==> src/rtl/pipeline_interlock.sv <==
// Hazard/interlock controller beside the forwarding unit: stalls DECODE on load-use,
// a second load while one is outstanding, and HI/LO access while mul/div is busy.
module pipeline_interlock #(
   parameter int MULDIV_LATENCY = 32,
   parameter int CNT_W          = 6
) (
   input  logic        clk,
   input  logic        rst,
   input  logic        dec_valid,
   input  logic [4:0]  dec_rs_index,
   input  logic [4:0]  dec_rt_index,
   input  logic        dec_uses_rs,
   input  logic        dec_uses_rt,
   input  logic        dec_is_load,
   input  logic        dec_is_muldiv,
   input  logic        dec_reads_hilo,
   input  logic        alu_valid,
   input  logic        alu_is_load,
   input  logic [4:0]  alu_rd_index,
   input  logic        mem_load_done,
   input  logic        branch_taken,
   output logic        stall,
   output logic        bubble,
   output logic        flush,
   output logic        muldiv_busy,
   output logic        load_pending,
   output logic [4:0]  pending_index,
   output logic [31:0] stall_count
);

   localparam logic [0:0]       L_IDLE = 1'b0;
   localparam logic [0:0]       L_WAIT = 1'b1;
   localparam logic [CNT_W-1:0] MD_LAT = CNT_W'(MULDIV_LATENCY);

   logic [0:0]       lstate_q, lstate_d;
   logic [4:0]       pending_q, pending_d;
   logic [CNT_W-1:0] md_cnt_q, md_cnt_d;
   logic [31:0]      count_q, count_d;

   logic alu_load_s, wait_open_s;
   logic h_alu_load, h_wait, h_struct_load, h_md;
   logic stall_s, flush_s, issue_s;

   // Register 0 is hardwired to zero, so it never creates a dependency.
   function automatic logic reg_match(input logic [4:0] x, input logic [4:0] rs,
                                      input logic [4:0] rt, input logic use_rs,
                                      input logic use_rt);
      reg_match = (use_rs & (rs != 5'd0) & (rs == x)) |
                  (use_rt & (rt != 5'd0) & (rt == x));
   endfunction

   always_comb begin
      alu_load_s    = alu_valid & alu_is_load & (alu_rd_index != 5'd0);
      wait_open_s   = (lstate_q == L_WAIT) & ~mem_load_done;
      h_alu_load    = dec_valid & alu_load_s &
                      reg_match(alu_rd_index, dec_rs_index, dec_rt_index, dec_uses_rs, dec_uses_rt);
      // The done cycle releases: data arrives on the forwarding path that cycle.
      h_wait        = dec_valid & wait_open_s &
                      reg_match(pending_q, dec_rs_index, dec_rt_index, dec_uses_rs, dec_uses_rt);
      h_struct_load = dec_valid & dec_is_load & (wait_open_s | alu_load_s);
      h_md          = dec_valid & (md_cnt_q != '0) & (dec_is_muldiv | dec_reads_hilo);
      flush_s       = ~rst & branch_taken;
      stall_s       = ~rst & ~branch_taken & (h_alu_load | h_wait | h_struct_load | h_md);
      issue_s       = dec_valid & dec_is_muldiv & ~stall_s & ~flush_s;
   end

   always_comb begin
      lstate_d  = lstate_q;
      pending_d = pending_q;
      case (lstate_q)
         L_IDLE: begin
            if (alu_load_s) begin
               lstate_d  = L_WAIT;
               pending_d = alu_rd_index;
            end else begin
               lstate_d  = L_IDLE;
            end
         end
         L_WAIT: begin
            if (mem_load_done) begin
               lstate_d  = L_IDLE;
               pending_d = 5'd0;
            end else begin
               lstate_d  = L_WAIT;
            end
         end
         default: begin
            lstate_d  = L_IDLE;
            pending_d = 5'd0;
         end
      endcase
   end

   // A flush never cancels a running mul/div; only a new issue reloads it.
   always_comb begin
      if (issue_s) begin
         md_cnt_d = MD_LAT;
      end else if (md_cnt_q != '0) begin
         md_cnt_d = md_cnt_q - {{(CNT_W-1){1'b0}}, 1'b1};
      end else begin
         md_cnt_d = md_cnt_q;
      end
      if (stall_s && (count_q != 32'hFFFF_FFFF)) begin
         count_d = count_q + 32'd1;
      end else begin
         count_d = count_q;
      end
   end

   always_ff @(posedge clk) begin
      if (rst) begin
         lstate_q  <= L_IDLE;
         pending_q <= 5'd0;
         md_cnt_q  <= '0;
         count_q   <= 32'd0;
      end else begin
         lstate_q  <= lstate_d;
         pending_q <= pending_d;
         md_cnt_q  <= md_cnt_d;
         count_q   <= count_d;
      end
   end

   assign stall         = stall_s;
   assign bubble        = stall_s;
   assign flush         = flush_s;
   assign muldiv_busy   = (md_cnt_q != '0);
   assign load_pending  = (lstate_q == L_WAIT);
   assign pending_index = pending_q;
   assign stall_count   = count_q;

endmodule

==> config.mk <==
export PLATFORM = sky130hd
export DESIGN_NAME = pipeline_interlock
export DESIGN_NICKNAME = d
export VERILOG_FILES = /design/src/rtl/pipeline_interlock.sv
export SDC_FILE = /design/constraint.sdc
export NUM_CORES = 1
export LEC_CHECK = 0
export CAP_MARGIN = 0
export CORE_MARGIN = 3
export CORE_UTILIZATION = 50
export CTS_CLUSTER_DIAMETER = 200
export DETAILED_ROUTE_END_ITERATION = 12
export DONT_BUFFER_PORTS = 1
export GPL_ROUTABILITY_DRIVEN = 0
export PLACE_DENSITY_LB_ADDON = 0.2
export SYNTH_ARGS = -nofsm -noshare
export SYNTH_HDL_FRONTEND = slang
export SYNTH_SLANG_ARGS = --single-unit
==> constraint.sdc <==
create_clock -name clk -period 3.35 [get_ports clk]
set_input_delay 0 -clock clk [delete_from_list [all_inputs] [get_ports clk]]
set_output_delay 0 -clock clk [all_outputs]
set_load 0.02 [all_outputs]
==> results of run 1 <==
[cell type report]
class | count | area, sq um
flip-flops and latches | 44 | 880.8
fillers | 444 | 2076
well taps | 67 | 83.83
clock inverters | 1 | 5.005
clock buffers | 6 | 72.57
inverters | 7 | 26.28
repair buffers | 14 | 137.6
multi-input cells | 237 | 1535
[through the flow]
| stage | setup WS (ps) | hold slack [ps] | instances |
|---|---|---|---|
| 2_1_floorplan | 893.8 | 138.6 | 305 |
| 3_3_place_gp | 691.9 | 73.61 | 360 |
| 3_5_place_dp | 600.1 | 74.06 | 360 |
| 4_1_cts | 256.7 | 39.05 | 376 |
| 5_1_grt | 45.16 | 44.60 | 376 |
| 6_report | 286.5 | 45.52 | 376 |
[worst max-delay path by stage]
stage / startpoint / endpoint / cells after the start
CTS: stall_count[6]$_SDFFE_PP0P_ / stall_count[6]$_SDFFE_PP0P_ / 9
finish: stall_count[6]$_SDFFE_PP0P_ / stall_count[6]$_SDFFE_PP0P_ / 9
global route: stall_count[6]$_SDFFE_PP0P_ / stall_count[6]$_SDFFE_PP0P_ / 9
floorplan: stall_count[0]$_SDFFE_PP0P_ / stall_count[27]$_SDFFE_PP0P_ / 9
global placement: stall_count[6]$_SDFFE_PP0P_ / stall_count[23]$_SDFFE_PP0P_ / 8
detailed placement: stall_count[0]$_SDFFE_PP0P_ / stall_count[11]$_SDFFE_PP0P_ / 9
[what timing repair did]
action | 4_1_cts | 5_1_grt
resized for setup | 0 | 1
hold endpoints to repair | 34 | 0
hold buffers | 9 | 0
endpoints found under the setup margin | 0 | 1
[flip-flops by register name (all words and copies together) (netlist names)]
signal	count
md_cnt_q	6
stall_count	32
load_pending	1
pending_index	5
[worst max-delay path: cells and delay by family (launching register included)]
kind	cells	cell delay, ps
AOI/OAI and AO/OA	3	350
buffers and inverters	2	830
DFF	1	540
and+or+nand+nor	4	1220
[synthesized netlist by cell type, drive strengths merged (4+ instances only)]
| cell | n | share of area |
|---|---|---|
| inv | 7 | 0.010 |
| xnor2 | 18 | 0.062 |
| o31ai | 11 | 0.035 |
| nor2 | 31 | 0.046 |
| a21oi | 22 | 0.045 |
| nor3 | 7 | 0.014 |
| and3 | 6 | 0.017 |
| clkbuf | 11 | 0.017 |
| nand3 | 15 | 0.035 |
| o21a | 5 | 0.015 |
| nand2 | 25 | 0.037 |
| or3 | 6 | 0.015 |
| nor4 | 13 | 0.032 |
| o31a | 4 | 0.014 |
| mux2 | 7 | 0.031 |
| or4 | 12 | 0.036 |
| xor2 | 8 | 0.028 |
| nor2b | 9 | 0.022 |
| dfxtp | 44 | 0.35 |
| o21ai | 6 | 0.012 |
| buf | 6 | 0.018 |
| nand4 | 9 | 0.022 |
[power breakdown]
group | total [mW] | switching [mW] | internal (mW)
Sequential | 0.598 | 0.0362 | 0.562
Combinational | 0.336 | 0.189 | 0.147
Clock | 0.316 | 0.174 | 0.142
[cells by family (layout without fill, tap and decap cells)]
logic type | Yosys count | count (layout) | synth area share
AND/OR/NAND/NOR | 139 | 139 | 0.2944
AO/OA/AOI/OAI | 61 | 61 | 0.1710
flip-flops | 44 | 44 | 0.3489
XOR/XNOR | 26 | 26 | 0.09019
buffers and inverters | 24 | 28 | 0.04559
multiplexers | 8 | 8 | 0.03518
adder cells (fa/ha/maj) | 3 | 3 | 0.01487
[cells in the final DEF (no fill, tap or decap), types with 6 or more instances in the layout]
| cell type | instances |
|---|---|
| a21oi_1 | 21 |
| dfxtp_1 | 44 |
| dlygate4sd3_1 | 8 |
| inv_1 | 7 |
| mux2_2 | 6 |
| nand2_1 | 25 |
| nand3_1 | 14 |
| nand4_1 | 9 |
| nor2_1 | 31 |
| nor2b_1 | 9 |
| nor3_1 | 7 |
| nor4_1 | 12 |
| o31ai_1 | 10 |
| or3_1 | 6 |
| or4_1 | 12 |
| xnor2_1 | 18 |
| xor2_1 | 8 |
[layer usage]
layer / part of all wire / wire length, um
met5: 0 / 0
met4: 0.014 / 83
met3: 0.065 / 389
met2: 0.48 / 2898
met1: 0.44 / 2648
==> flow_metrics.tcl, run 1 <==
set metrics [dict create \
    grt_overflow 0 \
    critPathRequiredTime_ps 3540 \
    place_hpwl_um 4245 \
    die_w_um 77.06 \
    fmax_mhz 326.4 \
    cts-htree-levels 2 \
    ys_types 46 \
    yosys_register_bits 44 \
    ir_worst_vdd_mv 0.2723 \
    die_area_sq_mm 0.005938 \
    n_antenna_cell 0 \
    clock-sinks 44 \
    first_global_vias 2005 \
    cp_slowest_cell "dlygate4sd3_1" \
    route.antenna.remaining_nets 0 \
    grt_use_met3 0.06925 \
    clockBufferDepth 2 \
    status "finished, final reports clean" \
    start_util 0.5242 \
    fin_skew_ps 3.578 \
    use_met2 0.3240 \
    core_sq_mm 0.004817 \
    rr_endpoint "stall_count[6]$_SDFFE_PP0P_" \
    viasPerCell 5.891 \
    syn_area_sq_mm 0.002525 \
    min_path_cells 2 \
    fin_util 0.5691 \
    port-buffer-count 0 \
    grtUsageTotal 0.2062 \
    end_kind "register" \
    final_max_slew_viol_count 0 \
    grt_max_degree 42 \
    post-cts-setup-buffers 0 \
    hold_viol 0 \
    drive_gt1_frac 0.08414 \
    clockRootBuffer "clkbuf_8" \
    antenna_found_initial 0 \
    syn-num-nets 335 \
    die-height_um 77.06 \
    p_total_mw 1.250 \
    synth_area_per_cell_sq_um 8.278 \
    hold_class "input port to register" \
    wire_per_inst_um 16.01 \
    syn_inst 305 \
    drt_pre_antenna_iters 4 \
    worst_slew_pin_slew_ps 601.6 \
    grt_setup_unrepaired "false" \
    grt_pass1_wl_um 9977 \
    setup_viol 0 \
    num_rows 25 \
    ff2ff_setup_slack_ps 290 \
    timing.rr.start "stall_count[6]$_SDFFE_PP0P_" \
    io_pins 69 \
    cts_tree "built" \
    hp-start "dec_is_muldiv" \
    grtUsageMet1 0.2638 \
    busiest_layer "met2" \
    synth_edf_count 0 \
    cts.clk_slew.worst_paths_ps 80 \
    wirelength_um 6019 \
    synth_warnings 0 \
    max_stage_delay_ps 550 \
    placed_area_sq_mm 0.002557 \
    path_class "register to register" \
    critPathArrivalTime_ps 3250 \
    ys_seq_area_frac 0.3489 \
    nets 339 \
    cap_violations 0 \
    critical_path.max_fanout 33 \
    cts_buffers 5 \
    async_flop_share 0 \
    p_leak_nw 0.9069 \
    start_kind "register" \
    post-route-min-period_ps 3063 \
    hold_end "md_cnt_q[1]$_SDFFE_PP0P_" \
    p_per_area_mw_per_mm2 455.9 \
    postLayoutCellArea_sq_mm 0.002741 \
    syn_to_final_growth_pct 8.573 \
    drc 0 \
    period_share 0.9145 \
    vias 2215 \
    ys.flop_type "dfxtp_1" \
    path_cells "nand4_1, nor4_2, and3b_1, a211o_1, a21o_1, buf_4, or3_1, a21oi_1, dlygate4sd3_1" \
    clk_latency_ps 290 \
    relSlewSlack 0.5974 \
    setup_tns_ps 0 \
    drt_iter0_markers 176 \
    reg2reg_depth 9 \
]
Note: power is estimated with default switching activity, not from simulation.
==> run 2: changes to the inputs <==
Settings changed: BUFFER_PORTS_ARGS set to -buffer_cell sky130_fd_sc_hd__buf_2, DONT_BUFFER_PORTS 1 to unset, GPL_TIMING_DRIVEN set to 0, PLACE_DENSITY set to 0.88, PLACE_DENSITY_LB_ADDON 0.2 to unset.
==> flow_metrics.tcl, run 2 (synthesis gave the netlist of run 1 again) <==
set metrics [dict create \
    status "finished, final reports clean" \
    cts_buffers 5 \
    hold_class "input port to register" \
    grtUsageMet1 0.2976 \
    critical_path.max_fanout 10 \
    clock-sinks 44 \
    nets 411 \
    grt_max_degree 14 \
    place_hpwl_um 5191 \
    viasPerCell 6.085 \
    timing.rr.start "stall_count[0]$_SDFFE_PP0P_" \
    setup_viol 0 \
    final_max_slew_viol_count 0 \
    postLayoutCellArea_sq_mm 0.003053 \
    period_share 0.8091 \
    fin_util 0.6338 \
    relSlewSlack 0.6161 \
    grt_use_met3 0.04108 \
    cts_tree "built" \
    clk_latency_ps 300 \
    p_per_area_mw_per_mm2 440.8 \
    drt_iter0_markers 265 \
    hp-start "alu_rd_index[1]" \
    fin_skew_ps 5.856 \
    antenna_found_initial 0 \
    ir_worst_vdd_mv 0.2975 \
    cap_violations 0 \
    final_cell_mix "buf_2, dfxtp_1, nor2_1, nand2_1, a21oi_1" \
    worst_slew_pin_slew_ps 570.6 \
    die_area_sq_mm 0.005938 \
    busiest_layer "met2" \
    drive_gt1_frac 0.2487 \
    final_common_cell "buf_2" \
    critPathArrivalTime_ps 2900 \
    n_antenna_cell 0 \
    p_total_mw 1.346 \
    io_pins 69 \
    crit_start "stall_count[0]$_SDFFE_PP0P_" \
    route.antenna.remaining_nets 0 \
    hold_viol 0 \
    p_leak_nw 1.219 \
    post-route-min-period_ps 2710 \
    cts-htree-levels 2 \
    die-height_um 77.06 \
    die_w_um 77.06 \
    end_kind "register" \
    placed_area_sq_mm 0.002949 \
    start_util 0.5242 \
    drt_pre_antenna_iters 5 \
    path_class "register to register" \
    wire_per_inst_um 15.73 \
    start_kind "register" \
    drc 0 \
    grtUsageTotal 0.2372 \
    fmax_mhz 368.9 \
    grt_overflow 0 \
    grt_pass1_wl_um 11640 \
    critPathRequiredTime_ps 3540 \
    num_rows 25 \
    setup_tns_ps 0 \
    use_met2 0.3972 \
    clockRootBuffer "clkbuf_8" \
    syn_to_final_growth_pct 20.91 \
    largest_reg_flops 32 \
    grt_setup_unrepaired "false" \
    core_sq_mm 0.004817 \
    cts.clk_slew.worst_paths_ps 90 \
    post-cts-setup-buffers 0 \
    first_global_vias 2597 \
    vias 2732 \
    clockBufferDepth 2 \
    port-buffer-count 68 \
    wirelength_um 7065 \
]
==> run 2: cell types whose count changed in the layout (fill, tap and decap cells not counted), sizes merged <==
cell	delta
buf	+68
clkbuf	+12
dlygate4sd3	-7
clkinv	-1
clkinvlp	+1
==> run 2: layer usage <==
layer,up-vias,part of all wire
met5,-,0
met1,1301,0.42
met2,138,0.48
li1,1267,-
met3,26,0.070
met4,0,0.028
==> run 2: repair_timing <==
item	in CTS	in global routing
hold buffers	1	0
resized for setup	0	0
endpoints found under the hold margin	1	0
==> run 2: metrics by stage <==
stage	setup WS [ps]	std cells	hold WS (ps)
final	639.6	449	1.503
after global routing	434.2	449	37.73
after CTS	667.7	449	8.664
after detailed placement	723.4	440	302.1
after global placement	769.6	440	294.3
after floorplan	893.8	305	138.6
==> run 2: cell type report <==
| cell class | instances | area (sq um) |
|---|---|---|
| Buffer | 17 | 88.84 |
| Tap cell | 67 | 83.83 |
| Sequential cell | 44 | 880.8 |
| Clock inverter | 1 | 7.507 |
| Timing Repair Buffer | 69 | 350.3 |
| Fill cell | 424 | 1764 |
| Inverter | 7 | 26.28 |
| Clock buffer | 7 | 86.33 |
| Multi-Input combinational cell | 237 | 1529 |
==> run 2: final timing paths <==
path                                                 endpoint  depth (start not counted)  slack [ps]
worst max register to register   stall_count[27]$_SDFFE_PP0P_                          9         640
worst min-delay path            pending_index[1]$_SDFFE_PP0P_                          3           2
worst max-delay path             stall_count[27]$_SDFFE_PP0P_                          9         640
worst min register to register    stall_count[9]$_SDFFE_PP0P_                          2         510
==> run 2: report_power, final <==
part | switching [mW] | internal, mW
registers | 0.0338 | 0.562
logic | 0.224 | 0.172
clock network | 0.187 | 0.168
==> run 2: critical path, stage by stage, from the launching register on <==
cell	delay (ps)
dfxtp_1	390
ha_1	290
nand3_4	150
and3b_1	210
clkbuf_2	160
a211o_1	340
a21o_1	190
buf_6	150
nor4_1	350
mux2_2	380
